File: config.mk
export PLATFORM = sky130hd
export DESIGN_NAME = rgmii_rx_frame
export DESIGN_NICKNAME = d
export VERILOG_FILES = /design/src/rtl/rgmii_pkg.sv /design/src/rtl/rgmii_rx_ddr.sv /design/src/rtl/rgmii_rx_frame.sv
export SDC_FILE = /design/constraint.sdc
export NUM_CORES = 1
export LEC_CHECK = 0
export CAP_MARGIN = 10
export CELL_PAD_IN_SITES_DETAIL_PLACEMENT = 2
export CELL_PAD_IN_SITES_GLOBAL_PLACEMENT = 2
export CORE_MARGIN = 2
export CORE_UTILIZATION = 38
export DETAILED_ROUTE_END_ITERATION = 8
export MAX_ROUTING_LAYER = met4
export PLACE_DENSITY = 0.85
export SLEW_MARGIN = 10
export SYNTH_ARGS = -nofsm -noshare
export SYNTH_HDL_FRONTEND = slang
export SYNTH_SLANG_ARGS = --single-unit
File: constraint.sdc
create_clock -name rgmii_rxc -period 2.4 [get_ports rgmii_rxc]
set_input_delay 0.36 -clock rgmii_rxc [delete_from_list [all_inputs] [get_ports rgmii_rxc]]
set_output_delay 0.36 -clock rgmii_rxc [all_outputs]
set_load 0.02 [all_outputs]
File: src/rtl/rgmii_pkg.sv
// -----------------------------------------------------------------------------
// rgmii_pkg
//   Shared constants and types for the RGMII receive path.
//   - Ethernet preamble / start-of-frame-delimiter byte values
//   - CRC-32 polynomial, init value and good-frame residue, plus a one-byte
//     CRC step used by the optional FCS checker
//   - Frame FSM state encoding
//   - Aligned per-cycle receive beat {dv, er, data}
// -----------------------------------------------------------------------------
package rgmii_pkg;

  localparam logic [7:0]  PREAMBLE_BYTE = 8'h55;
  localparam logic [7:0]  SFD_BYTE      = 8'hD5;

  localparam logic [31:0] CRC32_POLY    = 32'h04C1_1DB7;
  localparam logic [31:0] CRC32_INIT    = 32'hFFFF_FFFF;
  // Register value left after running the CRC over a frame including a
  // correct FCS (MSB-first register, bytes fed LSB-first).
  localparam logic [31:0] CRC32_RESIDUE = 32'hC704_DD7B;

  typedef enum logic [1:0] {
    IDLE = 2'd0,
    PRE  = 2'd1,
    DATA = 2'd2,
    DROP = 2'd3
  } rx_state_e;

  typedef struct packed {
    logic       dv;
    logic       er;
    logic [7:0] data;
  } rx_beat_t;

  // One byte of the Ethernet CRC: data enters LSB first, register shifts
  // towards the MSB, so the plain (non-reflected) polynomial is used.
  function automatic logic [31:0] crc32_byte(input logic [31:0] crc,
                                             input logic [7:0]  data);
    logic [31:0] c;
    c = crc;
    for (int i = 0; i < 8; i++) begin
      if (c[31] ^ data[i]) c = {c[30:0], 1'b0} ^ CRC32_POLY;
      else                 c = {c[30:0], 1'b0};
    end
    return c;
  endfunction

endpackage

File: src/rtl/rgmii_rx_ddr.sv
// -----------------------------------------------------------------------------
// rgmii_rx_ddr
//   Behavioural equivalent of one IDDR per RGMII receive pin in
//   SAME_EDGE_PIPELINED mode. The rising-edge nibble carries byte[3:0] and
//   DV; the falling-edge nibble carries byte[7:4] and DV^ER. Both halves are
//   re-registered on the next rising edge so that a complete beat
//   {dv, er, byte} is presented once per rgmii_rxc cycle.
//   This is the only file that would change when targeting vendor primitives.
//
// Ports
//   rgmii_rxc  in   receive clock, both edges used
//   rst_n      in   asynchronous active-low reset
//   rgmii_rxv  in   RX_CTL pin
//   rgmii_rxd  in   4-bit DDR data pins
//   o_beat     out  aligned {dv, er, data}, valid on the rising edge
//   o_rdy      out  high once the capture pipeline holds genuine line data
//                   (two rising edges after reset release)
// -----------------------------------------------------------------------------
module rgmii_rx_ddr
  import rgmii_pkg::*;
(
  input  logic       rgmii_rxc,
  input  logic       rst_n,
  input  logic       rgmii_rxv,
  input  logic [3:0] rgmii_rxd,
  output rx_beat_t   o_beat,
  output logic       o_rdy
);

  // {ctl, data[3:0]} captured on each clock edge
  logic [4:0] r_rise;
  logic [4:0] r_fall;
  rx_beat_t   r_beat;
  logic [1:0] r_rdy_sr;

  // NOTE: clocked state is assigned with <= so every flop samples the
  // pre-edge value of its neighbours regardless of statement order.
  always_ff @(posedge rgmii_rxc or negedge rst_n) begin
    if (!rst_n) r_rise <= '0;
    else        r_rise <= {rgmii_rxv, rgmii_rxd};
  end

  always_ff @(negedge rgmii_rxc or negedge rst_n) begin
    if (!rst_n) r_fall <= '0;
    else        r_fall <= {rgmii_rxv, rgmii_rxd};
  end

  // Same-edge realignment: the falling half captured after a rising half
  // belongs to the same byte, so both are pulled onto the next rising edge.
  always_ff @(posedge rgmii_rxc or negedge rst_n) begin
    if (!rst_n) begin
      r_beat   <= '0;
      r_rdy_sr <= '0;
    end else begin
      r_beat.dv   <= r_rise[4];
      r_beat.er   <= r_rise[4] ^ r_fall[4];
      r_beat.data <= {r_fall[3:0], r_rise[3:0]};
      r_rdy_sr    <= {r_rdy_sr[0], 1'b1};
    end
  end

  assign o_beat = r_beat;
  assign o_rdy  = r_rdy_sr[1];

endmodule

File: src/rtl/rgmii_rx_frame.sv
// -----------------------------------------------------------------------------
// rgmii_rx_frame
//   RGMII receive framer. Captures the DDR bus into bytes (rgmii_rx_ddr),
//   strips preamble and SFD, and delivers the post-SFD bytes (destination MAC
//   first, FCS last) as a byte stream with start/end-of-frame markers, an
//   error flag and the frame length. Entirely in the rgmii_rxc domain.
//
//   A one-byte hold register sits in front of the output register so that the
//   byte preceding the fall of DV can be tagged as the last byte.
//   Latency from a byte's rising-edge nibble to mac_rxd: 3 rising edges.
//
//   Optional build macro RGMII_RX_FCS_CHECK_EN: adds a CRC-32 over all
//   post-SFD bytes; a bad residue at end of frame is ORed into mac_rx_err.
//   Without it, mac_rx_err reports only RX_ER and length overflow.
//
// Parameters
//   MAX_FRAME_LEN  max post-SFD bytes (incl. FCS) before truncation
//   LEN_W          width of mac_rx_len
//
// Ports
//   rgmii_rxc   in   PHY receive clock (both edges used by capture)
//   rst_n       in   asynchronous active-low reset
//   rgmii_rxv   in   RX_CTL: DV on rising edge, DV^ER on falling edge
//   rgmii_rxd   in   DDR data: [3:0] rising, [7:4] falling
//   mac_rxv     out  mac_rxd valid
//   mac_rxd     out  received byte
//   mac_rx_sof  out  first byte of frame
//   mac_rx_eof  out  last byte of frame
//   mac_rx_err  out  frame error, meaningful with mac_rx_eof only
//   mac_rx_len  out  delivered byte count, meaningful with mac_rx_eof only
// -----------------------------------------------------------------------------
module rgmii_rx_frame
  import rgmii_pkg::*;
#(
  parameter int MAX_FRAME_LEN = 1522,
  parameter int LEN_W         = 16
) (
  input  logic             rgmii_rxc,
  input  logic             rst_n,
  input  logic             rgmii_rxv,
  input  logic [3:0]       rgmii_rxd,
  output logic             mac_rxv,
  output logic [7:0]       mac_rxd,
  output logic             mac_rx_sof,
  output logic             mac_rx_eof,
  output logic             mac_rx_err,
  output logic [LEN_W-1:0] mac_rx_len
);

  rx_beat_t   w_beat;
  logic       w_rdy;

  rx_state_e  r_state;
  rx_state_e  w_state_nxt;

  logic [7:0]       r_hold;
  logic             r_hold_vld;
  logic [LEN_W-1:0] r_count;
  logic             r_err;
  logic             r_sof_pend;
  // Set once the line has been seen idle after reset; until then a frame
  // already in flight must not be mistaken for a new one.
  logic             r_line_idle;

  logic w_start;   // SFD accepted: arm a new frame
  logic w_load;    // current byte enters the hold register
  logic w_emit;    // held byte goes to the output register
  logic w_eof;     // held byte is the last one of the frame
  logic w_ovf;     // another byte arrives with the frame already at max length
  logic w_fcs_bad;

  // ---------------------------------------------------------------------------
  // Capture
  // ---------------------------------------------------------------------------
  rgmii_rx_ddr u_ddr (
    .rgmii_rxc (rgmii_rxc),
    .rst_n     (rst_n),
    .rgmii_rxv (rgmii_rxv),
    .rgmii_rxd (rgmii_rxd),
    .o_beat    (w_beat),
    .o_rdy     (w_rdy)
  );

  // ---------------------------------------------------------------------------
  // Frame FSM: state register
  // ---------------------------------------------------------------------------
  always_ff @(posedge rgmii_rxc or negedge rst_n) begin
    if (!rst_n) r_state <= IDLE;
    else        r_state <= w_state_nxt;
  end

  // ---------------------------------------------------------------------------
  // Frame FSM: next state
  // ---------------------------------------------------------------------------
  always_comb begin
    // NOTE: a default before the case keeps every path assigned, so no latch
    // is inferred.
    w_state_nxt = r_state;
    case (r_state)
      IDLE: begin
        if (w_beat.dv) begin
          if (r_line_idle && (w_beat.data == PREAMBLE_BYTE)) w_state_nxt = PRE;
          else                                               w_state_nxt = DROP;
        end
      end
      PRE: begin
        if (!w_beat.dv)                         w_state_nxt = IDLE;
        else if (w_beat.data == PREAMBLE_BYTE)  w_state_nxt = PRE;
        else if (w_beat.data == SFD_BYTE)       w_state_nxt = DATA;
        else                                    w_state_nxt = DROP;
      end
      DATA: begin
        if (!w_beat.dv) w_state_nxt = IDLE;
        else if (w_ovf) w_state_nxt = DROP;
      end
      DROP: begin
        if (!w_beat.dv) w_state_nxt = IDLE;
      end
      default: w_state_nxt = IDLE;
    endcase
  end

  // ---------------------------------------------------------------------------
  // Frame FSM: outputs (datapath controls)
  // ---------------------------------------------------------------------------
  assign w_ovf = (r_state == DATA) && w_beat.dv &&
                 (r_count == LEN_W'(MAX_FRAME_LEN));

  always_comb begin
    w_start = 1'b0;
    w_load  = 1'b0;
    w_emit  = 1'b0;
    w_eof   = 1'b0;
    case (r_state)
      PRE: begin
        w_start = w_beat.dv && (w_beat.data == SFD_BYTE);
      end
      DATA: begin
        // The held byte always leaves on the next DATA edge; it is the last
        // one when DV has dropped or the length limit cuts the frame.
        w_emit = r_hold_vld;
        w_eof  = r_hold_vld && (!w_beat.dv || w_ovf);
        w_load = w_beat.dv && !w_ovf;
      end
      default: ;
    endcase
  end

  // ---------------------------------------------------------------------------
  // Hold register, byte counter, sticky error
  // ---------------------------------------------------------------------------
  always_ff @(posedge rgmii_rxc or negedge rst_n) begin
    if (!rst_n) begin
      // NOTE: the hold byte is a plain data register and is reset along with
      // its valid flag, so nothing stale can ever reach mac_rxd.
      r_hold      <= '0;
      r_hold_vld  <= 1'b0;
      r_count     <= '0;
      r_err       <= 1'b0;
      r_sof_pend  <= 1'b0;
      r_line_idle <= 1'b0;
    end else begin
      // The first two beats after reset are pipeline fill, not line state.
      if (w_rdy && !w_beat.dv) r_line_idle <= 1'b1;

      if (w_start) begin
        r_hold_vld <= 1'b0;
        r_count    <= '0;
        r_err      <= 1'b0;
        r_sof_pend <= 1'b1;
      end else begin
        if (w_load) begin
          r_hold     <= w_beat.data;
          r_hold_vld <= 1'b1;
          r_count    <= r_count + 1'b1;
          if (w_beat.er) r_err <= 1'b1;
        end
        if (w_emit) r_sof_pend <= 1'b0;
        if (w_eof)  r_hold_vld <= 1'b0;
      end
    end
  end

  // ---------------------------------------------------------------------------
  // Optional FCS check
  // ---------------------------------------------------------------------------
`ifdef RGMII_RX_FCS_CHECK_EN
  logic [31:0] r_crc;

  always_ff @(posedge rgmii_rxc or negedge rst_n) begin
    if (!rst_n)      r_crc <= '0;
    else if (w_start) r_crc <= CRC32_INIT;
    else if (w_load)  r_crc <= crc32_byte(r_crc, w_beat.data);
  end

  // By the eof edge every delivered byte, FCS included, has been folded in.
  assign w_fcs_bad = (r_crc != CRC32_RESIDUE);
`else
  assign w_fcs_bad = 1'b0;
`endif

  // ---------------------------------------------------------------------------
  // Output register
  // ---------------------------------------------------------------------------
  always_ff @(posedge rgmii_rxc or negedge rst_n) begin
    if (!rst_n) begin
      mac_rxv    <= 1'b0;
      mac_rxd    <= '0;
      mac_rx_sof <= 1'b0;
      mac_rx_eof <= 1'b0;
      mac_rx_err <= 1'b0;
      mac_rx_len <= '0;
    end else begin
      mac_rxv    <= w_emit;
      mac_rxd    <= w_emit ? r_hold : 8'h00;
      mac_rx_sof <= w_emit && r_sof_pend;
      mac_rx_eof <= w_eof;
      mac_rx_err <= w_eof && (r_err || w_ovf || w_fcs_bad);
      mac_rx_len <= w_eof ? r_count : '0;
    end
  end

endmodule
# Word level (Yosys, flattened, before mapping)
# Cells that the tools add are included.
totals:
  output_inout_bits: 28
  wordCells: 77
  reg_bits: 80
  in_bits: 7
op_classes:
  n_bitwise: 2
  n_mux: 25
  n_eq_ne: 9
  n_reduce_logical: 21
  addsub: 1
op_table:
  columns: ["cell", "n"]
  rows:
  - ["$mux W16", 3]
  - ["$add A16 B1 Y16 const B", 1]
  - ["$eq A16 B11 Y1 const B", 1]
  - ["$mux W2", 7]
  - ["$mux W1", 13]
  - ["$logic_and A1 B1 Y1", 9]
  - ["$eq A8 B7 Y1 const B", 1]
  - ["$eq A8 B8 Y1 const B", 1]
  - ["$mux W8", 1]
  - ["$pmux W2 S4", 1]
  - ["$reduce_bool A2 Y1", 3]
  - ["$eq A2 B2 Y1 const B", 2]
  - ["$reduce_and A2 Y1", 2]
  - ["$ne A3 B3 Y1 const B", 1]
  - ["$reduce_and A3 Y1", 1]
  - ["$reduce_bool A3 Y1", 1]
  - ["$eq A2 B1 Y1 const B", 1]
  - ["$logic_not A1 Y1", 2]
  - ["$logic_not A2 Y1", 1]
  - ["$logic_or A1 B1 Y1", 2]
  - ["$ne A2 B1 Y1 const B", 1]
  - ["$ne A2 B2 Y1 const B", 1]
  - ["$not A1 Y1", 1]
  - ["$xor A1 B1 Y1", 1]

# Longest topological paths before layout
logic_depth:
  depth_word: 9
  depth_mapped: 7
  depth_no_buf: 6

# Hierarchy
# Synthesis repeated with hierarchy kept, for this count alone.
hier_totals:
  cells_unflattened: 219
  area_unflattened_um2: 2914.0
by_module_without_submodules:
  columns: ["mod", "instances", "seq_area_each_um2", "area_each_um2", "cells_per_inst"]
  rows:
  - ["rgmii_rx_frame", 1, 1451.4, 2351.0, 195]
  - ["rgmii_rx_ddr", 1, 550.5, 563.0, 24]

==> results.sh <==
export IMPL_async_flop_share=1.000
export IMPL_final_net_count=276
export IMPL_ios=35
export IMPL_postRouteAntennaNets=0
export IMPL_via_per_inst=5.208
export IMPL_hold_viol_final=0
export IMPL_cp_max_fo=18
export IMPL_antenna_cells=0
export IMPL_layout_common_cells="75 x dfrtp_1, 33 x clkdlybuf4s50_1, 16 x and2_1, 14 x nor2_1"
export IMPL_cts_sinks=80
export IMPL_syn_area_per_cell_um2=13.27
export IMPL_htree_levels=3
export IMPL_cpMaxStageDelayCell="dfrtp_1"
export IMPL_gp_congestion=0.7884
export IMPL_hpwlAfterDp_um=4753
export IMPL_ys_ff_latch=80
export IMPL_outcome="finished, final reports clean"
export IMPL_track_usage=0.2099
export IMPL_drc=0
export IMPL_start_util=0.3965
export IMPL_finalCritPeriodShare=0.9133
export IMPL_cp_data_required_time_ns=2.68
export IMPL_die_x_um=91.46
export IMPL_drt_iter0_drc=110
export IMPL_slew_violations=0
export IMPL_tns_ns=0
export IMPL_leakagePower_nw=1.671
export IMPL_numPortBuffers=34
export IMPL_dieHeight_um=91.46
export IMPL_dr_total_vias=1932
export IMPL_ys_flop_type="dfrtp_1"
export IMPL_fin_crit_ns=2.192
export IMPL_fin_worst_skew_ns=0.01592
export IMPL_syn_nets=228
export IMPL_reg2reg_setup_slack_ns=0.21
export IMPL_reg2regPathDepth=8
export IMPL_r2r_end="mac_rx_err"
export IMPL_irDropWorstVdd_v=0.0003801
export IMPL_drt_wirelength_per_cell_um=20.46
export IMPL_cts_tree="yes"
export IMPL_numCtsBuffers=9
export IMPL_multiInputGateArea_um2=862.1
export IMPL_setup_worst_path_start_class="flip-flop"
export IMPL_clk_pin_slew_ns=0.08
export IMPL_min_path_type="primary input to asynchronous set/reset pin"
export IMPL_syn_inst=219
export IMPL_setup_violations_final=0
export IMPL_synth_edf_count=0
export IMPL_crit_buf_inv=3
export IMPL_cts_root_buf="clkbuf_8"
export IMPL_cap_violations=0
export IMPL_layout_drive_gt1_share=0.1360
export IMPL_core_area_um2=7331
export IMPL_die_area_um2=8364
export IMPL_wirelength_um=7590
export IMPL_cp_cell_sequence="inv_1, ha_1, nor4b_2, nand4_1, buf_4, a21oi_1, buf_4, o21a_1"
export IMPL_gr_total_overflow=0
export IMPL_fmax_mhz=456.2
export IMPL_r2r_start="r_count[0]"
export IMPL_clockBufferDepth=2
export IMPL_yosysUniqueCellTypes=40
export IMPL_mostFrequentLayoutCell="dfrtp_1"
export IMPL_antenna_found_initial=0
export IMPL_seq_area_frac_synth=0.6888
export IMPL_syn_area_um2=2907
export IMPL_fillers=684
export IMPL_cp_end_kind="flip-flop"
export IMPL_rows=31
export IMPL_grt_pass1_wl_um=12660
export IMPL_insertion_delay_ns=0.35
export IMPL_path_class="flip-flop to flip-flop"
export IMPL_p_per_area_nw_per_um2=848.2
export IMPL_path_common_cell="buf_4"
export IMPL_grt_pass1_vias=2220
export IMPL_post_route_util=0.4984
export IMPL_register_area_um2=2002
export IMPL_ys_warn_count=0
export IMPL_area_delta_synth_final_pct=25.70
export IMPL_first_pass_iters=4
export IMPL_rsz0062_at_grt="no"
export IMPL_cp_arrival_ns=2.47
export IMPL_grt_max_degree=38
export IMPL_critPathMaxStageDelay_ns=0.47
export IMPL_crit_family="simple AND/OR/NAND/NOR gates"
[per-layer routing]
layer  track usage  up-vias  wire length [um]
met5             -        -                 0
met1        0.2475     1031              3274
li1              -      845                 -
met2        0.3560       44              3965
met4       0.08838        0               169
met3       0.03485       12               180
[worst max path at each step]
stage,start,to,slack [ns],depth (start not counted)
2_1_floorplan,r_count[0],r_hold[1],0.58,7
3_3_place_gp,rgmii_rxd[2],u_ddr.r_fall[2],0.26,1
6_report,r_count[0],mac_rx_err,0.21,8
5_1_grt,r_count[0],mac_rx_err,0.09,8
3_5_place_dp,rgmii_rxd[0],u_ddr.r_fall[0],0.22,1
4_1_cts,r_count[0],r_hold[4],0.08,6
[cell usage after synthesis, types with 2 or more instances]
library cell	number	area [um^2]
dfrtp_1	75	1877
and2_1	16	100.1
nor2_1	14	52.55
and3_1	9	56.30
mux2_2	8	90.09
nand2_1	8	30.03
o21ai_0	8	40.04
xnor2_1	8	70.07
a21oi_1	7	35.03
inv_1	6	22.52
nand3_1	6	30.03
dfrtn_1	5	125.1
or3_1	5	31.28
nand4_1	4	25.02
nor4_1	4	25.02
clkbuf_1	3	11.26
mux2i_1	3	30.03
nor3_1	3	15.01
a21o_1	2	15.01
buf_2	2	10.01
ha_1	2	25.02
nor4bb_1	2	20.02
xor2_1	2	17.52
[sequential cells by signal (all words and copies together), names as in the netlist]
signal and count:
r_err 1, mac_rx_sof 1, r_hold 8, mac_rx_err 1, u_ddr.r_rise 5, mac_rxv 1, u_ddr.r_fall 5, r_hold_vld 1
r_line_idle 1, u_ddr.r_rdy_sr 2, u_ddr.o_beat 10, mac_rxd 8, r_sof_pend 1, r_count 16, mac_rx_eof 1, r_state 2
mac_rx_len 16
[worst reg2reg max path: stages, from the launching register on]
cell and delay (ns):
dfrtp_1 0.47, inv_1 0.09, ha_1 0.16, nor4b_2 0.36, nand4_1 0.23, buf_4 0.22
a21oi_1 0.14, buf_4 0.24, o21a_1 0.20
[stage by stage]
step | worst slack, ns | area [um^2] | hold WS, ns | total power (W) | cells
after floorplan | 0.5839 | 2907 | 0.06441 | 0.001741 | 219
after global placement | 0.2586 | 3400 | 0.1933 | 0.001873 | 354
after detailed placement | 0.2226 | 3400 | 0.1947 | 0.001915 | 354
after CTS | 0.07973 | 3645 | 0.3462 | 0.003124 | 371
after global routing | 0.08896 | 3654 | 0.3637 | 0.003243 | 371
final | 0.2080 | 3654 | 0.3567 | 0.003099 | 371
[final cells by class]
cell class	count	share of cell area
clock buffers	11	0.03596
clock inverters	5	0.02842
inverters	6	0.006164
multi-input cells	127	0.2360
flip-flops and latches	80	0.5479
well taps	99	0.03390
repair buffers	43	0.1116
[logic make-up after synthesis]
family | count (synthesis) | synth area share
simple gates | 84 | 0.1761
other cells | 1 | 0.001290
flops | 80 | 0.6888
compound gates | 19 | 0.03616
xor+xnor | 10 | 0.03014
buf+inv | 12 | 0.01765
mux | 11 | 0.04133
fa+ha+maj | 2 | 0.008608
[repair_timing]
| item | 4_1_cts | 5_1_grt |
|---|---|---|
| hold buffers | 1 | 0 |
| setup buffers | 0 | 0 |
| gates resized for setup | 0 | 2 |
| hold endpoints to repair | 3 | 0 |
| endpoints found under the setup margin | 0 | 11 |
[power by group]
group / internal, W / switching (W) / total, W
Sequential: 0.00145 / 0.000144 / 0.00160
Combinational: 0.000142 / 0.000168 / 0.000310
Clock: 0.000694 / 0.000496 / 0.00119
Note: power is estimated with default switching activity, not from simulation.
